[config.mk]
export PLATFORM = sky130hd
export DESIGN_NAME = idm_banked_mem
export DESIGN_NICKNAME = d
export VERILOG_FILES = /design/src/rtl/idm_banked_mem.sv
export SDC_FILE = /design/constraint.sdc
export NUM_CORES = 2
export LEC_CHECK = 0
export ABC_CLOCK_PERIOD_IN_PS = 6100
export BUFFER_PORTS_ARGS = -buffer_cell sky130_fd_sc_hd__buf_4
export CORE_MARGIN = 4
export CORE_UTILIZATION = 36
export CTS_BUF_LIST = sky130_fd_sc_hd__clkbuf_4 sky130_fd_sc_hd__clkbuf_8 sky130_fd_sc_hd__clkbuf_16
export DETAILED_ROUTE_END_ITERATION = 12
export GPL_TIMING_DRIVEN = 0
export PLACE_DENSITY = 0.49
export SKIP_CTS_REPAIR_TIMING = 1
export SYNTH_ARGS = -nofsm -noshare
export SYNTH_HDL_FRONTEND = slang
export SYNTH_SLANG_ARGS = --single-unit
[constraint.sdc]
create_clock -name clock -period 6.1 [get_ports clock]
set_input_delay 0.305 -clock clock [delete_from_list [all_inputs] [get_ports clock]]
set_output_delay 0.305 -clock clock [all_outputs]
set_load 0.01 [all_outputs]
[src/rtl/idm_banked_mem.sv]
// rtl/idm_banked_mem.sv - banked instruction/data memory with byte lanes, wait states and self-clearing init
// Optional feature macro: IDM_WRITE_PROTECT_EN (drops writes to words below PROT_WORDS and flags err).
module idm_banked_mem #(
   parameter int DATA_W      = 16,
   parameter int ADDR_W      = 8,
   parameter int DEPTH       = 128,
   parameter int WAIT_CYCLES = 1,
   parameter int PROT_WORDS  = 11
) (
   input  logic                  clock,
   input  logic                  reset,
   input  logic                  req,
   input  logic                  we,
   input  logic [ADDR_W-1:0]     addr,
   input  logic [DATA_W-1:0]     wdata,
   input  logic [DATA_W/8-1:0]   be,
   output logic                  ready,
   output logic                  rvalid,
   output logic [DATA_W-1:0]     rdata,
   output logic                  init_done,
   output logic                  err
);

   localparam int BYTES  = DATA_W / 8;
   localparam int LSB    = (BYTES > 1) ? $clog2(BYTES) : 0;
   localparam int IDX_W  = ADDR_W - LSB;
   localparam int MEM_AW = (DEPTH > 1) ? $clog2(DEPTH) : 1;

   typedef enum logic [1:0] {ST_INIT, ST_IDLE, ST_WAIT, ST_ACCESS} state_t;

   logic [DATA_W-1:0] mem [DEPTH];

   state_t              state;
   logic [MEM_AW-1:0]   init_cnt;
   logic [3:0]          wait_cnt;

   // Access latched at accept time and held until its ACCESS cycle
   logic [MEM_AW-1:0]   acc_idx;
   logic                acc_we;
   logic                acc_oor;
   logic                acc_prot;
   logic [DATA_W-1:0]   acc_wdata;
   logic [BYTES-1:0]    acc_be;

   // Word index decode of the incoming request
   logic [IDX_W-1:0]    req_idx;
   logic                req_oor;
   logic                req_prot;

   assign req_idx = addr[ADDR_W-1:LSB];
   assign req_oor = (32'(req_idx) >= DEPTH);

`ifdef IDM_WRITE_PROTECT_EN
   assign req_prot = (32'(req_idx) < PROT_WORDS);
`else
   // Without the protect feature the region bound has no effect
   logic unused_prot;
   assign unused_prot = (32'(req_idx) < PROT_WORDS);
   assign req_prot    = 1'b0;
`endif

   // Byte-offset bits of the address are ignored (word-aligned accesses)
   if (LSB > 0) begin : g_unused_lsb
      logic unused_addr_lsb;
      assign unused_addr_lsb = ^addr[LSB-1:0];
   end

   // Control FSM: init sweep, accept, wait states, access and registered response
   always_ff @(posedge clock) begin
      if (!reset) begin
         state     <= ST_INIT;
         init_cnt  <= '0;
         wait_cnt  <= '0;
         ready     <= 1'b0;
         rvalid    <= 1'b0;
         rdata     <= '0;
         init_done <= 1'b0;
         err       <= 1'b0;
         acc_idx   <= '0;
         acc_we    <= 1'b0;
         acc_oor   <= 1'b0;
         acc_prot  <= 1'b0;
         acc_wdata <= '0;
         acc_be    <= '0;
      end else begin
         rvalid <= 1'b0;
         err    <= 1'b0;
         case (state)
            ST_INIT: begin
               if (init_cnt == MEM_AW'(DEPTH - 1)) begin
                  state     <= ST_IDLE;
                  ready     <= 1'b1;
                  init_done <= 1'b1;
               end else begin
                  init_cnt <= init_cnt + 1'b1;
               end
            end
            ST_IDLE: begin
               if (req) begin
                  acc_idx   <= req_idx[MEM_AW-1:0];
                  acc_we    <= we;
                  acc_oor   <= req_oor;
                  acc_prot  <= req_prot;
                  acc_wdata <= wdata;
                  acc_be    <= be;
                  ready     <= 1'b0;
                  if (WAIT_CYCLES == 0) begin
                     state <= ST_ACCESS;
                  end else begin
                     state    <= ST_WAIT;
                     wait_cnt <= 4'(WAIT_CYCLES);
                  end
               end
            end
            ST_WAIT: begin
               if (wait_cnt <= 4'd1) begin
                  state <= ST_ACCESS;
               end else begin
                  wait_cnt <= wait_cnt - 4'd1;
               end
            end
            ST_ACCESS: begin
               state <= ST_IDLE;
               ready <= 1'b1;
               if (!acc_we) begin
                  rvalid <= 1'b1;
                  rdata  <= acc_oor ? '0 : mem[acc_idx];
               end
               err <= acc_oor | (acc_we & acc_prot);
            end
            default: state <= ST_INIT;
         endcase
      end
   end

   // Storage: init clears one word per cycle; ACCESS commits enabled byte lanes
   always_ff @(posedge clock) begin
      if (reset) begin
         if (state == ST_INIT) begin
            mem[init_cnt] <= '0;
         end else if (state == ST_ACCESS && acc_we && !acc_oor && !acc_prot) begin
            for (int i = 0; i < BYTES; i++) begin
               if (acc_be[i]) begin
                  mem[acc_idx][8*i +: 8] <= acc_wdata[8*i +: 8];
               end
            end
         end
      end
   end

endmodule
* Yosys cells after proc, flatten, opt, wreduce, memory -nomap -nowiden
Memory sizes are Yosys's and may differ from the RTL's. A register that Yosys moved wholly into a read port is not among the register bits.
Cells that the tools add are included.
** Word-level totals
- Memories kept :: 1
- RAM bits :: 2048
- Input port bits :: 30
- Bits in registers :: 42
- Logic and storage cells :: 65
- Output and inout port bits :: 20
** Memory list
- mem :: depth 128, width 16, read ports 1, clocked after memory_dff 1, write ports 1, line 31 : logic [DATA_W-1:0] mem [DEPTH];
** Operators by class
- Reduce and logical (&&, ||, !) cells :: 14
- Equal/unequal tests :: 8
- Mux-type cells :: 27
- Order comparisons :: 1
- Add/subtract/negate cells :: 2
- Bitwise gates (word level) :: 2
** Operators with widths (number)
- $mux W1 :: 16
- $mux W16 :: 1
- $reduce_or A16 Y1 :: 1
- $reduce_and A2 Y1 :: 5
- $reduce_and A3 Y1 :: 3
- $mux W2 :: 4
- $mux W4 :: 2
- $ne A2 B2 Y1 const B :: 4
- $pmux W2 S4 :: 1
- $pmux W4 S2 :: 1
- $add A7 B1 Y7 const B :: 1
- $eq A7 B7 Y1 const B :: 1
- $mux W7 :: 1
- $eq A2 B2 Y1 const B :: 2
- $le A4 B1 Y1 const B :: 1
- $sub A4 B1 Y4 const B :: 1
- $pmux W1 S3 :: 1
- $reduce_bool A3 Y1 :: 1
- $eq A2 B1 Y1 const B :: 1
- $logic_not A2 Y1 :: 1
- $not A1 Y1 :: 2
- $reduce_bool A2 Y1 :: 1
- $logic_and A1 B1 Y1 :: 1
- $logic_not A1 Y1 :: 1

* Longest topological paths before layout
- Depth after elaboration :: 8
- Mapped depth :: 11
- Gate-level depth less buffers :: 8

* Worst setup path after synthesis
No wires, ideal clock.
- Path type :: register to register
- Start point :: register state[0]
- End point :: memory mem[0][10] (data pin)
- Cell stages (with the launch flop) :: 9
- Setup time :: 535 ps
- Setup slack :: 2277 ps
- Path buffers :: 3
- Data arrival time :: 3288 ps
- Cells stage by stage :: dfxtp_1 inv_1 ha_1 and4b_1 o21a_1 buf_2 buf_2 clkbuf_1 and2_1
** On the way
- Longest elaborated chain between the ends :: 8
** Ends and longest elaborated chain
- start, declared :: line 33 : state_t state;
- start signal, assigned :: line 71 : state <= ST_INIT;
- start signal, assigned :: line 91 : state <= ST_IDLE;
- start signal, assigned :: line 108 : state <= ST_ACCESS;
- $eq A2 B2 Y1 :: line 141 : end else if (state == ST_ACCESS && acc_we && !acc_oor && !acc_prot) begin
- $logic_and A1 B1 Y1 :: line 141
- $mux W1 :: line 141
- $mux W1 :: line 139 : if (state == ST_INIT) begin
- $mux W1 :: line 138 : if (reset) begin
- $mux W1 (implied by the code) :: line 144 : mem[acc_idx][8*i +: 8] <= acc_wdata[8*i +: 8];
- $reduce_or A16 Y1 (no source line) *
- $mux W16 (no source line) *
- end, declared :: line 31
Every way passes the cells marked *; elsewhere a longest branch is shown, timed or not.

* Worst setup path in the final report
- Start point :: register acc_idx[2]
- End point :: memory mem[72][9] (enable)
** On the way
- Longest elaborated chain between the ends :: 1
** Ends and longest elaborated chain
- start, declared :: line 38 : logic [MEM_AW-1:0] acc_idx;
- start signal, assigned :: line 100 : acc_idx <= req_idx[MEM_AW-1:0];
- $mux W7 (no source line)
Every way passes these cells.

==> flow_summary_export.csv <==
group,metric,value,unit
floorplanning,fp-row-count,174,
routing,routed_wl,321,mm
logic_synthesis,synth_top_area_share,75.1,%
power,peakVddDrop,0.218,mV
setup_path,crit_fanout,10,
routing,drt_pass1_iterations,8,
sta,fmaxAchievable,173,MHz
clock_tree,cts-buffers-inserted,216,
grt,grt_max_degree,73,
sta,fin_ws,0.330,ns
sta,finalSetupTns,0,ns
logic_synthesis,synth_fp_nets,4170,
cells_and_area,syn_to_final_growth,14.8,%
power,swShare,20.6,%
place,place_area,86600,um^2
power,intPower,23.2,mW
sta,setup_viol,0,
cells_and_area,layout-drive-gt1-share,22.0,%
hold_path,hold_class,"primary input to flip-flop",
logic_synthesis,synth-seq-cells,2106,
sta,finClkSkew,0.0497,ns
routing,viasPerCell,6.11,
place,pre_cts_ws,0.628,ns
setup_path,path_common_cell,"clkbuf_1",
routing,wl_per_cell,41.9,um
cells_and_area,final_area,93900,um^2
place,portBuffers,46,
grt,grt_pass1_wl,420,mm
logic_synthesis,async_flop_share,0,%
sta,rsz0062_at_grt,"false",
setup_path,endpoint_kind,"flip-flop",
setup_path,max_stage_delay,1.19,ns
sta,finalHoldViolations,0,
logic_synthesis,synthFlopType,"edfxtp_1",
logic_synthesis,synth_area,81800,um^2
grt,grt_pass1_vias,44000,
setup_path,start_kind,"flip-flop",
clock_tree,ctsHtreeMaxLevel,4,
clock_tree,clk_pin_slew,0.06,ns
floorplanning,ioPinCount,50,
setup_path,required,6.53,ns
grt,grt_overflow,0,
cells_and_area,fin_nets,4489,
routing,drt_iter0_markers,7521,
job,drv_cap,7,
floorplanning,core,226000,um^2
sta,fin_crit_sh,94.6,%
clock_tree,cts_buffer_depth,3,
clock_tree,clk_latency,0.88,ns
setup_path,path_cells,"clkbuf_1 > or2_2 > clkbuf_1 > clkbuf_1 > o21ai_0 > nand2_1 > clkbuf_1 > nor2_1",
status,violations,"max-capacitance violations, max-slew violations",
power,pwr-share-comb,0.7,%
sta,final_max_slew_viol_count,55,
sta,period_needed,5.77,ns
sta,whs,0.239,ns
logic_synthesis,synth_area_leaders,"edfxtp_1 75%, mux4_2 11%, mux2i_1 3.0%, nor2_1 1.4%, dfxtp_1 1.4%",
logic_synthesis,synth_top_area_cell,"edfxtp_1",
logic_synthesis,yosys.cell_types.count,60,
sta,slew_headroom,-17.0,%
setup_path,critPathSlowestCell,"clkbuf_1",
clock_tree,clock_sinks,2106,
logic_synthesis,yosysMostFrequentCell,"edfxtp_1",
logic_synthesis,syn_area_per_cell,19.8,um^2
routing,antenna_left,0,
setup_path,worstSetupPathType,"flip-flop to flip-flop",
sta,worstMarginPinSlew,1.73,ns
clock_tree,clockRootBuffer,"clkbuf_16",
place,dp_cells,7194,
logic_synthesis,synth_edf_count,2048,
floorplanning,dieArea,235000,um^2
routing,drc,0,
floorplanning,start_util,36.3,%
power,p_switching,5.99,mW
cells_and_area,fin_cells,7655,
logic_synthesis,ys_warn_count,0,
routing,num_vias,46800,
power,power.density,310,nW/um^2
setup_path,cp.arrival,6.20,ns
grt,grt_use_total,26.8,%
logic_synthesis,synthCells,4132,
clock_tree,cts_tree,"yes",
grt,antenna_found_initial,25,
power,clkPwrFrac,45.6,%
power,seq_power_share,53.7,%
logic_synthesis,synth_common_cells,"2048 x edfxtp_1, 406 x mux4_2, 310 x nor2_1, 242 x mux2i_1, 148 x nand2_1",
place,hpwl,217,mm
logic_synthesis,ys_seq_area_share,76.6,%
floorplanning,chipWidth,485,um
status,outcome,"finished, violations left",
floorplanning,die_h,485,um
power,p_leak,28.0,nW
place,gp_congestion,0.939,
==> area by class of cell <==
class	count	area, um^2
fillers	20000	132000
repair buffers	101	1210
diodes	23	57.6
multi-input cells	1770	17800
flip-flops and latches	2106	62700
clock buffers	276	5930
well taps	2992	3740
plain buffers	246	1400
clock inverters	131	1070
inverters	10	37.5
==> registers in the layout, summed over array words and instances (netlist names) <==
signal,flops
rvalid,1
acc_wdata,16
wait_cnt,4
ready,1
rdata,16
acc_idx,7
init_cnt,7
state,2
init_done,1
acc_be,2
mem,2048
acc_we,1
==> worst paths after layout <==
check	from	endpoint	slack, ns	cells past startpoint
hold / removal	wdata[5]	acc_wdata[5]	0.24	4
setup / recovery	acc_idx[2]	mem[72][9]	0.33	8
hold reg to reg	acc_wdata[2]	acc_wdata[2]	0.46	2
setup reg to reg	acc_idx[2]	mem[72][9]	0.33	8
==> placed cells by master, fill, tap and decap left out, types with 31 or more instances in the layout <==
cell type,netlist,final
o22ai_1,102,102
clkbuf_1,95,80
edfxtp_1,2048,2048
a21oi_1,64,64
mux4_2,406,406
buf_4,27,78
a211oi_1,53,51
clkbuf_16,0,221
a22oi_1,120,120
nor2_1,310,308
nand3_1,39,39
buf_2,87,87
dfxtp_1,58,58
clkinv_2,0,41
mux2i_1,242,242
buf_6,30,31
nand2_1,148,148
clkbuf_4,0,57
clkinv_1,0,60
==> cells by family after synthesis <==
group	synth area share, %
flops	76.6
mux	14.3
simple gates	3.40
compound gates	3.83
buf+inv	1.73
fa+ha+maj	0.122
xor+xnor	0.0642
other cells	0.00458
==> stage by stage <==
stage | util [%] | power (mW)
2_1_floorplan | - | 16.0
3_3_place_gp | 38.1 | 16.1
3_5_place_dp | 38.4 | 16.1
4_1_cts | 41.5 | 29.2
5_1_grt | 41.6 | 29.8
6_report | 41.6 | 29.1
==> critical path: cells and delay by family (launching register included) <==
kind / cells / cell delay, ns
flops: 1 / 0.31
buf+inv: 4 / 3.11
compound gates: 1 / 0.42
simple gates: 3 / 1.45
==> metal layers <==
layer / share of wire [%] / track usage (%) / wire length (um)
met5: 0 / 0 / 0
met4: 5.5 / 13.0 / 17700
met3: 11 / 7.12 / 34100
met2: 44 / 39.3 / 141000
met1: 40 / 37.2 / 129000
==> power groups by stage <==
stage	clock, mW	combinational, mW	sequential, mW
6_report	13.3	0.193	15.6
5_1_grt	14.0	0.187	15.6
4_1_cts	13.3	0.168	15.7
3_5_place_dp	0	0.167	16.0
3_3_place_gp	0	0.166	16.0
2_1_floorplan	0	0.0609	16.0
Power figures use the tool's default switching activity.
